### src/rtl/c1541_ram_arbiter_pkg.sv
// c1541_pkg: shared types and default widths for the drive work-RAM arbiter.
package c1541_pkg;
   localparam int RAM_ADDR_W = 11;
   localparam int RAM_DATA_W = 8;
   typedef enum logic [1:0] {IDLE, ISSUE, CAPTURE} host_state_e;
endpackage

### src/rtl/c1541_ram_arbiter.sv
// c1541_ram_arbiter: shares the 2 KB work RAM between the CPU bus slot and a host req/ack port.
module c1541_ram_arbiter
   import c1541_pkg::*;
#(
   parameter int ADDR_W = RAM_ADDR_W,
   parameter int DATA_W = RAM_DATA_W
) (
   input  logic              clk,
   input  logic              reset,
   input  logic              cpu_slot,
   input  logic [ADDR_W-1:0] cpu_addr,
   input  logic              cpu_we,
   input  logic [DATA_W-1:0] cpu_wdata,
   output logic [DATA_W-1:0] cpu_rdata,
   input  logic              host_req,
   input  logic              host_we,
   input  logic [ADDR_W-1:0] host_addr,
   input  logic [DATA_W-1:0] host_wdata,
   output logic              host_busy,
   output logic              host_ack,
   output logic [DATA_W-1:0] host_rdata,
   output logic [ADDR_W-1:0] mem_addr,
   output logic              mem_we,
   output logic [DATA_W-1:0] mem_wdata,
   input  logic [DATA_W-1:0] mem_rdata
);
   host_state_e       state_q, state_d;
   logic [ADDR_W-1:0] h_addr_q, h_addr_d, addr_q;
   logic [DATA_W-1:0] h_wdata_q, h_wdata_d, cpu_rdata_q, host_rdata_q;
   logic              h_we_q, h_we_d, ack_q, ack_d, cpu_pend_q, host_go;
   // The CPU always owns its slot; the host only reaches the RAM in a free ISSUE cycle.
   assign host_go   = (state_q == ISSUE) && !cpu_slot;
   assign mem_addr  = cpu_slot ? cpu_addr : host_go ? h_addr_q : addr_q;
   assign mem_we    = !reset && (cpu_slot ? cpu_we : host_go && h_we_q);
   assign mem_wdata = cpu_slot ? cpu_wdata : h_wdata_q;
   assign host_busy = state_q != IDLE;
   assign host_ack  = ack_q;
   assign cpu_rdata  = cpu_rdata_q;
   assign host_rdata = host_rdata_q;
   always_comb begin
      state_d   = state_q;
      h_addr_d  = h_addr_q;
      h_we_d    = h_we_q;
      h_wdata_d = h_wdata_q;
      ack_d     = 1'b0;
      case (state_q)
         IDLE: if (host_req) begin
            h_addr_d  = host_addr;
            h_we_d    = host_we;
            h_wdata_d = host_wdata;
            state_d   = ISSUE;
         end
         ISSUE: state_d = cpu_slot ? ISSUE : CAPTURE;
         CAPTURE: begin
            state_d = IDLE;
            ack_d   = 1'b1;
         end
         default: state_d = IDLE;
      endcase
   end
   always_ff @(posedge clk or posedge reset) begin
      if (reset) begin
         state_q      <= IDLE;
         h_addr_q     <= '0;
         h_we_q       <= 1'b0;
         h_wdata_q    <= '0;
         ack_q        <= 1'b0;
         addr_q       <= '0;
         cpu_pend_q   <= 1'b0;
         cpu_rdata_q  <= '0;
         host_rdata_q <= '0;
      end else begin
         state_q    <= state_d;
         h_addr_q   <= h_addr_d;
         h_we_q     <= h_we_d;
         h_wdata_q  <= h_wdata_d;
         ack_q      <= ack_d;
         addr_q     <= mem_addr;
         cpu_pend_q <= cpu_slot && !cpu_we;
         if (cpu_pend_q) cpu_rdata_q <= mem_rdata;
         if (state_q == CAPTURE && !h_we_q) host_rdata_q <= mem_rdata;
      end
   end
endmodule

### config.mk
export PLATFORM = sky130hd
export DESIGN_NAME = c1541_ram_arbiter
export DESIGN_NICKNAME = d
export VERILOG_FILES = /design/src/rtl/c1541_ram_arbiter_pkg.sv /design/src/rtl/c1541_ram_arbiter.sv
export SDC_FILE = /design/constraint.sdc
export NUM_CORES = 1
export LEC_CHECK = 0
export ABC_CLOCK_PERIOD_IN_PS = 1500
export CORE_ASPECT_RATIO = 0.7
export CORE_UTILIZATION = 40
export CTS_BUF_LIST = sky130_fd_sc_hd__clkbuf_4 sky130_fd_sc_hd__clkbuf_8
export DETAILED_ROUTE_END_ITERATION = 8
export PLACE_DENSITY = 0.88
export SYNTH_ARGS = -nofsm -noshare
export SYNTH_HDL_FRONTEND = slang
export SYNTH_SLANG_ARGS = --single-unit
### constraint.sdc
create_clock -name clk -period 1.5 [get_ports clk]
set_clock_uncertainty 0.1 [all_clocks]
set_input_delay 0.15 -clock clk [delete_from_list [all_inputs] [get_ports clk]]
set_output_delay 0.15 -clock clk [all_outputs]
set_load 0.005 [all_outputs]
-- Yosys cells after proc, flatten, opt, wreduce, memory -nomap -nowiden
Cells that the tools add are included.
- register bits: 51
- bits of input ports: 52
- output and inout port bits: 38
- logic and storage cells: 32
- equality and inequality tests: 3
- muxes and demuxes: 8
- reductions and logical operators: 12
- operators with widths (operator ; count):
    2-to-1 mux 11 bit ; 2
    2-to-1 mux 8 bit ; 1
    logical AND 1 bit ; 5
    logical NOT 1 bit ; 4
    2-to-1 mux 2 bit ; 2
    case mux 2 bit (2 select lines) ; 1
    == test 2 x 1 -> 1 bit (second input constant) ; 1
    == test 2 bit (second input constant) ; 1
    logical NOT 2 bit ; 1
    2-to-1 mux 1 bit ; 2
    inequality test 2 bit (second input constant) ; 1
    AND reduction 2 bit ; 1
    nonzero test 2 bit ; 1

-- Logic depth before layout (Yosys ltp)
- depth after elaboration: 5
- mapped depth: 5
- depth with buffers taken out: 2

-- Worst setup path after synthesis
No wires, ideal clock.
- path type: register to register
- start: register state_q[0]
- end: register addr_q[1]
- library setup time: 168 ps
- arrival: 1217 ps
- data required time: 1232 ps
- slack: 16 ps
- cell stages (with the launch flop): 5
- buffers on the path: 2
- period minus slack after synthesis: 1484 ps
- path through: dfrtp_1 -> clkbuf_2 -> nor2b_1 -> clkbuf_1 -> o311ai_0
- word-level cells in the longest chain between the ends: 4
- RTL lines (item ; RTL line ; text):
    from (decl) ; c1541_ram_arbiter.sv:27 ; host_state_e state_q, state_d;
    from (signal assigned) ; c1541_ram_arbiter.sv:73 ; state_q <= state_d;
    == test 2 x 1 -> 1 bit ; c1541_ram_arbiter.sv:32 ; assign host_go = (state_q == ISSUE) && !cpu_slot;
    logical AND 1 bit ; c1541_ram_arbiter.sv:32 ;
    2-to-1 mux 11 bit (2 in a row) ; c1541_ram_arbiter.sv:33 ; assign mem_addr = cpu_slot ? cpu_addr : host_go ? h_addr_q : addr_q;
    named net mem_addr[1] ; c1541_ram_arbiter.sv:22 ; output logic [ADDR_W-1:0] mem_addr,
    to (signal assigned) ; c1541_ram_arbiter.sv:78 ; addr_q <= mem_addr;
    to (decl) ; c1541_ram_arbiter.sv:28 ; logic [ADDR_W-1:0] h_addr_q, h_addr_d, addr_q;
The timed path passes the listed nets, and every way through them passes these cells.
A chain may end at the register's enable or synchronous reset.

-- Final worst setup path
- start: register state_q[1]
- end: output mem_addr[2]
- word-level cells in the longest chain between the ends: 4
- RTL lines (item ; RTL line):
    == test 2 x 1 -> 1 bit ; c1541_ram_arbiter.sv:32
    logical AND 1 bit ; c1541_ram_arbiter.sv:32
    2-to-1 mux 11 bit (2 in a row) ; c1541_ram_arbiter.sv:33
    to (decl) ; c1541_ram_arbiter.sv:22
No other way between the ends.

==> impl_summary.log <==
[metrics] run status: complete, but fails checks
[metrics] failing checks: setup timing
[metrics] count of inserted antenna diode cells: 0
[metrics] 1st-iter DRT viols: 53
[metrics] cells along the critical path: buf_6, or4bb_1, o311ai_2, buf_2
[metrics] die width: 91.24 um
[metrics] total number of nets in the final design: 348
[metrics] # DRC: 0
[metrics] final period utilization: 129.2%
[metrics] r2r endpoint: host_rdata[2]
[metrics] hold buffer count at CTS: 0
[metrics] count of final setup violators: 41
[metrics] Clock transition at path regs: 100 ps
[metrics] Final Wtd Congestion: 0.7399
[metrics] Final Util: 72.63%
[metrics] Overflow after GRT: 0
[metrics] remaining number of nets flagged by the antenna check after routing: 0
[metrics] total clock sinks: 51
[metrics] buffer type at the clock tree root: clkbuf_8
[metrics] number of instances in the synthesized netlist: 164
[metrics] vias per std cell: 4.911
[metrics] pin count of the biggest net entering global routing: 28
[metrics] Final Instance Count excl. Fillers: 369
[metrics] biggest cell delay along the critical path: 530 ps
[metrics] CTS tree: built
[metrics] number of hold violations in the final report: 0
[metrics] CP delay by family, top: simple AND/OR/NAND/NOR gates
[metrics] register bit total from synthesis: 51
[metrics] startpoint of the most critical setup path: state_q[1]
[metrics] library cell contributing the largest single delay on the critical path: or4bb_1
[metrics] highest-count cells in the layout ignoring fill and taps: clkdlybuf4s50_1 (67), dfrtp_1 (51), buf_4 (31)
[metrics] syn_nets: 216
[metrics] Die Y: 64.47 um
[metrics] Leak Pwr: 1.763 nW
[metrics] required arrival time at the worst endpoint: 1250 ps
[metrics] first-pass GRT wire length: 9.384 mm
[metrics] Die Area: 5881 um^2
[metrics] slack of the worst reg-to-reg path: -290 ps
[metrics] number of buffer and inverter instances along the worst setup path: 2
[metrics] number of stages on the worst hold path: 3
[metrics] Num CTS Buffers: 5
[metrics] final critical path time including I/O delays and setup: 1938 ps
[metrics] H-tree lvl count: 2
[metrics] total of buffers placed on input and output ports: 89
[metrics] most common cell after layout, fill and taps aside: clkdlybuf4s50_1
[metrics] number of fill cells: 356
[metrics] sequential cell area fraction in the yosys report: 57.24%
[metrics] total track usage: 21.02%
[metrics] worst-case vdd ir drop: 769.1 uV
[metrics] Critical Path Fanout Max: 7
[metrics] share of layout cells above drive strength 1: 44.44%
[metrics] critical path type: register to primary output
[metrics] Core Region: 5313 um^2
[metrics] detail-routed net length per standard cell: 16.39 um
[metrics] Warnings, synthesis: 0
[metrics] biggest area consumer among synthesized cells: dfrtp_1
[metrics] number of max-capacitance violations reported: 0
[metrics] total power per unit cell area: 1208 nW/um^2
[metrics] startpoint of the lowest-slack hold path: cpu_slot
[metrics] Layout Cell Area excl Fill: 3859 um^2
[metrics] worst-margin pin slew: 350.9 ps
[metrics] total negative setup slack: -10440 ps
[metrics] vias in the first global route: 1905
[metrics] worst r2r path cells: 7
[metrics] Mapped Area: 2230 um^2
[metrics] detailed-placement wirelength estimate: 3.888 mm
[metrics] initial antenna violation count: 0
[metrics] number of instances in the placed design: 337
[metrics] Via Count: 1812
[metrics] terminating pin of the worst hold path: addr_q[2]
[metrics] Peak Freq: 516.1 MHz
[metrics] hold crit path type: input port to register
[metrics] number of different library cells in the post-synthesis netlist: 18
[metrics] max-slew violation count: 0
[metrics] post-synthesis to final-layout area growth: 73.06%
[metrics] row count: 22
[metrics] Power Total: 0.004662 W
[metrics] synthesized area divided by synthesized cell count: 13.60 um^2
[metrics] clk_lat worst skew: 310 ps
[metrics] worst slew margin relative to its limit: 76.60%
[metrics] Worst setup EP type: primary output
[metrics] unrepaired setup endpoints after global routing: true
[metrics] kind of launch point of the worst setup path: register
[metrics] area of placed instances: 3348 um^2
[metrics] Reg-to-Reg Start: state_q[0]
[metrics] WL final: 6.049 mm
[metrics] top cell type's share of synthesized area: 57.24%
[metrics] I/O pins: 90
[metrics] maximum clock insertion buffer count: 2
[metrics] top cells by area, synth: dfrtp_1 (57%), mux2_2 (22%), o311ai_0 (4.3%), or4bb_1 (4.0%), inv_1 (2.0%)
[metrics] critical path data arrival time: 1690 ps
[metrics] effective utilization at floorplan: 41.97%
[metrics] first-pass detailed-route iteration total: 6
[metrics] Worst Slack Setup Final: -437.6 ps
## registers in the layout, summed over array words and instances, names as in the netlist
register and count:
h_we_q 1, h_wdata_q 8, host_ack 1, state_q 2
cpu_rdata 8, cpu_pend_q 1, host_rdata 8, h_addr_q 11
addr_q 11
## kinds of logic (layout without fill, tap and decap cells)
logic type / Yosys count / count (layout) / share of synthesized area (%)
DFF: 51 / 51 / 57.24
muxes: 45 / 45 / 22.67
and+or+nand+nor: 32 / 32 / 10.83
AOI/OAI and AO/OA: 12 / 12 / 4.545
buffers and inverters: 24 / 157 / 4.713
## worst max-delay path by stage
stage                             end  slack [ps]  cells after the start
after floorplan             addr_q[0]          20                      1
after global placement    mem_addr[1]        -720                      5
after detailed placement  mem_addr[2]        -750                      5
after CTS                 mem_addr[2]        -400                      4
after global routing      mem_addr[2]        -510                      4
final                     mem_addr[2]        -440                      4
## power breakdown
part,total [W],leakage (nW),internal (W),switching (W)
Combinational,0.00176,1.10,0.00121,0.000554
Clock,0.000964,0.0581,0.000497,0.000467
Sequential,0.00194,0.609,0.00173,0.000208
## cells in the mapped netlist
master	number
buf_4	2
mux2i_1	1
clkbuf_1	4
nor2b_1	4
buf_2	4
nor3b_1	1
nand4bb_1	4
or2_2	1
or4bb_1	8
nor2_1	1
a21oi_1	1
o311ai_0	11
mux2_2	44
inv_1	12
nand2_1	12
nor3b_4	1
dfrtp_1	51
clkbuf_2	2
## routing by layer
metal / up-vias / part of all wire, % / GRT usage [%]
li1: 840 / - / -
met1: 887 / 44 / 25.95
met2: 78 / 47 / 35.42
met3: 7 / 8.3 / 6.808
met4: 0 / 0.96 / 6.548
met5: - / 0 / 0
## area by class of cell
type                            instances  area, um^2  share of cell area, %
Clock inverter                          3       43.79                  1.135
Clock buffer                            5       68.82                  1.783
Sequential cell                        51        1276                  33.07
Timing Repair Buffer                  137        1251                  32.43
Inverter                               12       45.04                  1.167
Tap cell                               72       90.09                  2.335
Multi-Input combinational cell         89        1084                  28.08
## worst reg2reg max path, delay by kind of cell, from the launching register on
family	cells	cell delay [ps]
muxes	1	310
buffers and inverters	5	640
and+or+nand+nor	1	220
DFF	1	420
## repair_timing
action,CTS,global route
cloned,0,2
resized for setup,118,33
buffers inserted,10,12
pin swaps,9,3
endpoints found under the setup margin,49,43
## per-stage QoR
stage / setup slack (ps) / hold WS, ps
after floorplan: 15.81 / 115.6
after global placement: -718.6 / 383.2
after detailed placement: -746.0 / 389.0
after CTS: -401.7 / 128.4
after global routing: -510.1 / 148.5
final: -437.6 / 138.0
(Power assumes the default switching activity.)
